===== src/rtl/wallace_mul_pipe.sv =====
// Three-stage pipelined WIDTH x WIDTH Wallace-tree multiplier with valid/ready flow control.
// Define WALLACE_MUL_SIGNED_EN to honour in_signed (Baugh-Wooley two's-complement products).
module wallace_mul_pipe #(
  parameter int WIDTH = 6
) (
  input  logic               clk,
  input  logic               rst_n,
  input  logic               in_valid,
  output logic               in_ready,
  input  logic [WIDTH-1:0]   in_a,
  input  logic [WIDTH-1:0]   in_b,
  input  logic               in_signed,
  output logic               out_valid,
  input  logic               out_ready,
  output logic [2*WIDTH-1:0] out_prod
);
  localparam int PW   = 2*WIDTH;
`ifdef WALLACE_MUL_SIGNED_EN
  localparam int NR   = WIDTH + 1;  // partial-product rows plus the sign-correction row
`else
  localparam int NR   = WIDTH;
`endif
  localparam int LVLS = 8;          // 3:2 levels needed for 17 rows is 6

  typedef struct packed {
    logic [WIDTH-1:0] a;
    logic [WIDTH-1:0] b;
  } req_t;

  logic [2:0]    vld_pipe;
  logic          load0, load1, load2;
  req_t          req0;
  logic [PW-1:0] sum_c, cry_c, sum1, cry1;

`ifdef WALLACE_MUL_SIGNED_EN
  logic          sgn0;
`else
  logic          unused_sgn;
  assign unused_sgn = in_signed;
`endif

  assign load2     = vld_pipe[1] & (~vld_pipe[2] | out_ready);
  assign load1     = vld_pipe[0] & (~vld_pipe[1] | load2);
  assign in_ready  = ~vld_pipe[0] | load1;
  assign load0     = in_valid & in_ready;
  assign out_valid = vld_pipe[2];

  // Row-wise Wallace reduction: every level turns each group of three rows
  // into a sum row and a shifted carry row until two rows remain.
  always_comb begin
    logic [PW-1:0] rows [NR];
    logic [PW-1:0] nxt  [NR];
    int n, q, r;
    for (int i = 0; i < NR; i++) begin
      rows[i] = '0;
      nxt[i]  = '0;
    end
    for (int i = 0; i < WIDTH; i++)
      for (int j = 0; j < WIDTH; j++)
`ifdef WALLACE_MUL_SIGNED_EN
        rows[i][i+j] = (req0.a[j] & req0.b[i]) ^ (sgn0 & ((i == WIDTH-1) != (j == WIDTH-1)));
    // Baugh-Wooley constant: ones at columns WIDTH and 2*WIDTH-1
    rows[WIDTH][WIDTH] = sgn0;
    rows[WIDTH][PW-1]  = sgn0;
`else
        rows[i][i+j] = req0.a[j] & req0.b[i];
`endif
    n = NR;
    for (int l = 0; l < LVLS; l++) begin
      if (n > 2) begin
        q = n / 3;
        r = n % 3;
        for (int i = 0; i < NR; i++) nxt[i] = '0;
        for (int g = 0; g < NR/3; g++)
          if (g < q) begin
            nxt[2*g]   = rows[3*g] ^ rows[3*g+1] ^ rows[3*g+2];
            nxt[2*g+1] = ((rows[3*g] & rows[3*g+1]) | (rows[3*g] & rows[3*g+2]) |
                          (rows[3*g+1] & rows[3*g+2])) << 1;
          end
        for (int k = 0; k < 2; k++)
          if (k < r) nxt[2*q+k] = rows[3*q+k];
        for (int i = 0; i < NR; i++) rows[i] = nxt[i];
        n = 2*q + r;
      end
    end
    sum_c = rows[0];
    cry_c = rows[1];
  end

  always_ff @(posedge clk or negedge rst_n) begin
    if (!rst_n) begin
      vld_pipe <= '0;
      req0     <= '0;
      sum1     <= '0;
      cry1     <= '0;
      out_prod <= '0;
`ifdef WALLACE_MUL_SIGNED_EN
      sgn0     <= 1'b0;
`endif
    end else begin
      if (load0) begin
        req0 <= '{a: in_a, b: in_b};
`ifdef WALLACE_MUL_SIGNED_EN
        sgn0 <= in_signed;
`endif
      end
      if (load1) begin
        sum1 <= sum_c;
        cry1 <= cry_c;
      end
      if (load2) out_prod <= sum1 + cry1;
      vld_pipe[0] <= load0 | (vld_pipe[0] & ~load1);
      vld_pipe[1] <= load1 | (vld_pipe[1] & ~load2);
      vld_pipe[2] <= load2 | (vld_pipe[2] & ~out_ready);
    end
  end
endmodule


===== config.mk =====
export PLATFORM = sky130hd
export DESIGN_NAME = wallace_mul_pipe
export DESIGN_NICKNAME = d
export VERILOG_FILES = /design/src/rtl/wallace_mul_pipe.sv
export SDC_FILE = /design/constraint.sdc
export NUM_CORES = 1
export LEC_CHECK = 0
export ABC_AREA = 1
export CAP_MARGIN = 30
export CORE_ASPECT_RATIO = 0.5
export CORE_MARGIN = 4
export CORE_UTILIZATION = 56
export DETAILED_ROUTE_END_ITERATION = 6
export GPL_ROUTABILITY_DRIVEN = 0
export GPL_TIMING_DRIVEN = 0
export PLACE_DENSITY = 0.79
export SYNTH_ARGS = -nofsm -noshare
export SYNTH_HDL_FRONTEND = slang
export SYNTH_SLANG_ARGS = --single-unit

===== constraint.sdc =====
create_clock -name clk -period 3.1 [get_ports clk]
set_input_delay 0.62 -clock clk [delete_from_list [all_inputs] [get_ports clk]]
set_output_delay 0.62 -clock clk [all_outputs]
set_load 0.01 [all_outputs]

# Word level (Yosys, flattened, before mapping)
# Cells that the tools add are included.
# word_totals
register_bits,50
input_bits,17
output_inout_bits,14
elab_cells,89
# classes
add_sub_neg,1
bitwise,82
# ops
op,n
$or 11x11->11,4
$and 1x1->1,42
$and 11x11->11,3
$and 9x11->11,2
$add 12x12->12,1
$xor 11x12->12,1
$xor 12x12->12,1
$and 10x11->11,1
$and 8x11->11,1
$or 10x11->11,1
$or 9x11->11,1
$xor 10x11->11,1
$xor 9x11->11,1
$and 9x10->10,1
$xor 9x10->10,1
$and 8x9->9,1
$xor 8x9->9,1
$and 6x8->8,1
$and 7x8->8,1
$or 7x8->8,1
$or 8x8->8,1
$xor 7x8->8,1
$and 6x7->7,1
$xor 6x7->7,1
2 further kinds,12

# Depth between registers and ports, before layout
# logic_depth
depth_word,10
depth_mapped,9
mapped_depth_nobuf,9

# Worst setup path after synthesis
# Ideal clock, no wire load.
# synth_path
path_kind,register to register
start,register req0[8] (netlist bit)
end,register sum1[5]
setup_time_ns,0.065
arrival_ns,2.225
t_required_ns,3.035
setup_slack_ns,0.810
stages_incl_launch_ff,10
n_path_buf,0
period_less_slack_ns,2.290
path_cell_list,dfrtp_1 nand2_1 inv_1 fa_1 inv_1 fa_1 inv_1 fa_1 nand2_1 nand2_1
# synth_via
elab_chain_cells,9
word_cells_on_any_way,20
classes_between,bitwise (20)
# synth_rtl
element,line_no,source
from (decl),32,req_t req0;
from (signal assigned),102,"req0 <= '{a: in_a, b: in_b};"
$and 1x1->1,66,rows[i][i+j] = req0.a[j] & req0.b[i];
$and 6x7->7,77,nxt[2*g+1] = ((rows[3*g] & rows[3*g+1]) | (rows[3*g] & rows[3*g+2]) |
$or 7x8->8,77,
$or 8x8->8,77,
$and 8x9->9,77,
$or 9x11->11,77,
$or 11x11->11,77,
$xor 11x12->12 *,76,nxt[2*g] = rows[3*g] ^ rows[3*g+1] ^ rows[3*g+2];
$xor 12x12->12 *,76,
named net sum_c[5],33,"logic [PW-1:0] sum_c, cry_c, sum1, cry1;"
to (signal assigned),108,sum1 <= sum_c;
to (decl),33,
# Mark *: on every way through the listed nets, which the timed path passes. The rest lies on a longest branch.
# A chain may end at the register's enable or synchronous reset.

# Final worst setup path
# layout_path
start,input port out_ready
end,output port in_ready
# layout_via
elab_chain_cells,5
# layout_rtl
element,line_no,source
from (decl),14,"input logic out_ready,"
$or 1x1->1,42,assign load2 = vld_pipe[1] & (~vld_pipe[2] | out_ready);
$and 1x1->1,42,
$or 1x1->1,43,assign load1 = vld_pipe[0] & (~vld_pipe[1] | load2);
$and 1x1->1,43,
$or 1x1->1,44,assign in_ready = ~vld_pipe[0] | load1;
to (decl),9,"output logic in_ready,"
# Every way passes these cells.

==> flow_summary.ini <==
[outcome]
status = complete, no violations

[drt]
drtIter0Drc = 101
post_drt_wl_per_cell_um = 11.9
antenna_left = 0
drcViolationCount = 0
num_vias = 2136
viasPerCell = 4.83
drt_wl_total_um = 5270
dr.pass1.iters = 4

[pwr]
max-vdd-ir-drop_v = 0.000270
p_per_area_nw_per_um2 = 616
leakage_nw = 1.89

[clocking]
clk-insertion-delay-late_ps = 310
cts.sinks = 46
post-cts-setup-buffers = 0
htreeDepth = 2
cts_resized = 0
cts_max_path_buffers = 2
cts-root-buf = clkbuf_8
tritoncts = built
cts_hold_buf = 0
cts.clk_slew.worst_paths_ps = 90
cts_buffers = 5

[min_path]
hold_class = in2async

[critical_path]
worst_setup_path_end_kind = output pin
r2r_cells = 9
crit_path_start_kind = input pin
path_class = in2out
cp.arrival_ps = 2030
worstPathMaxFanout = 10
required_ps = 2480
crit_path_frequent_cell = clkdlybuf4s50_1
critPathMaxStageDelay_ps = 560
slowest_stage = clkdlybuf4s50_1
worstPathCellList = clkdlybuf4s50_1 -> inv_1 -> nand4_2 -> buf_2 -> clkdlybuf4s50_1

[sta]
fin_crit_sh_pct = 85.4
maxSlewHeadroom_pct = 76.5
drv_slew = 0
worst_pin_slew_ps = 352
hold_viol = 0
setup_viol = 0
period_needed_ps = 2650
finalSetupTns_ps = 0
fmax_mhz = 378
finClkSkew_ps = 7.50
rsz0062_at_grt = no
worst_slack_ps = 453

[global_routing]
antenna_found_initial = 0
grt_pass1_wl_um = 9360
grt-ovfl-total = 0
grt_util_all_layers_pct = 19.0
grt_pass1_vias = 2089
grt_max_degree = 34

[finish]
nets = 426
layout_commonest_cell = nand2_1
drive_gt1_share_pct = 5.59
diodes = 0
area_growth_pct = 17.4
layout_common_cells = 162 x nand2_1, 46 x dfrtp_1, 44 x inv_1

[synthesis]
yosysTopAreaCell = dfrtp_1
synth_area_leaders = dfrtp_1 42%, nand2_1 22%, fa_1 13%, ha_1 7.2%, inv_1 6.0%
ys_ff_latch = 46
yosys.area.top_type_share_pct = 41.6
ys.warnings.count = 0
synth_cell_types = 20
synthesis.nets = 389
syn_area_per_cell_um2 = 8.18
synth_area_um2 = 2770
syn-instance-count = 338
synth_seq_area_share_pct = 41.6

[placement]
io_buffer_count = 29
place_ws_ps = 451
dp_hpwl_um = 4070

[die]
die_area_um2 = 6190
row_count = 17
core_um2 = 4570
die-height_um = 57.7
start_util_pct = 60.5
pin_count = 31
die_w_um = 107

[run]
maxCapViolCount = 0
worst max-delay path, delay by kind of cell:
kind          cells  cell delay, ps
buf+inv           4            1280
simple gates      1             120
cell families after synthesis:
family          synth area share, %
buf+inv                        7.87
xor+xnor                      0.317
fa+ha+maj                      20.3
simple gates                   28.1
flops                          41.6
compound gates                 1.81
power by group:
part	total [mW]	switching, mW	internal, mW	leakage (nW)
sequential	0.870	0.123	0.747	0.585
clock	0.386	0.223	0.163	0.0447
combinational	0.746	0.399	0.347	1.26
layer usage:
layer	wire, um	vias to the layer above	global-route usage [%]
li1	-	1099	-
met1	2570	966	26.6
met2	2270	62	30.5
met3	353	9	4.00
met4	78	0	5.94
met5	0	-	0
cells in the mapped netlist, drive strengths merged:
master,n
nand3,22
nor2,5
inv,46
dfrtp,46
o21ai,6
a21oi,4
or2,1
buf,7
xnor2,1
fa,18
nand2,163
nand3b,2
ha,16
nand4,1
final cells by class:
| class | count | area [um2] |
|---|---|---|
| multi-input combinational | 239 | 1400 |
| fill | 357 | 1330 |
| sequential | 46 | 1150 |
| timing repair buffer | 30 | 305 |
| inverter | 46 | 173 |
| tap | 66 | 82.6 |
| clock buffer | 5 | 68.8 |
| buffer | 7 | 45.0 |
| clock inverter | 3 | 25.0 |
sequential cells by signal, summed over array words and instances, names as in the netlist:
| name | count |
|---|---|
| vld_pipe | 3 |
| out_prod | 12 |
| cry1 | 8 |
| sum1 | 11 |
| req0 | 12 |
path summary, 6_finish.rpt:
| check | start | endpoint | slack, ps |
|---|---|---|---|
| min reg2reg | out_prod[9] | out_prod[9] | 480 |
| max | out_ready | in_ready | 450 |
| min | rst_n | req0[10] | 190 |
| max in group asynchronous | rst_n | out_prod[10] | 2450 |
| max reg2reg | req0[8] | sum1[5] | 640 |
| min in group clk | out_prod[9] | out_prod[9] | 480 |
per-stage QoR:
step           cell area [um2]  hold slack (ps)  util, %  total power [mW]  cells
3_5_place_dp              3150              465     68.9              1.62    434
4_1_cts                   3250              192     71.0              2.02    442
2_1_floorplan             2770              324        -              1.34    338
6_report                  3250              188     71.0              2.00    442
5_1_grt                   3250              202     71.0              2.18    442
3_3_place_gp              3140              460     68.6              1.58    433
No activity file was read; power rests on OpenSTA's default activity.
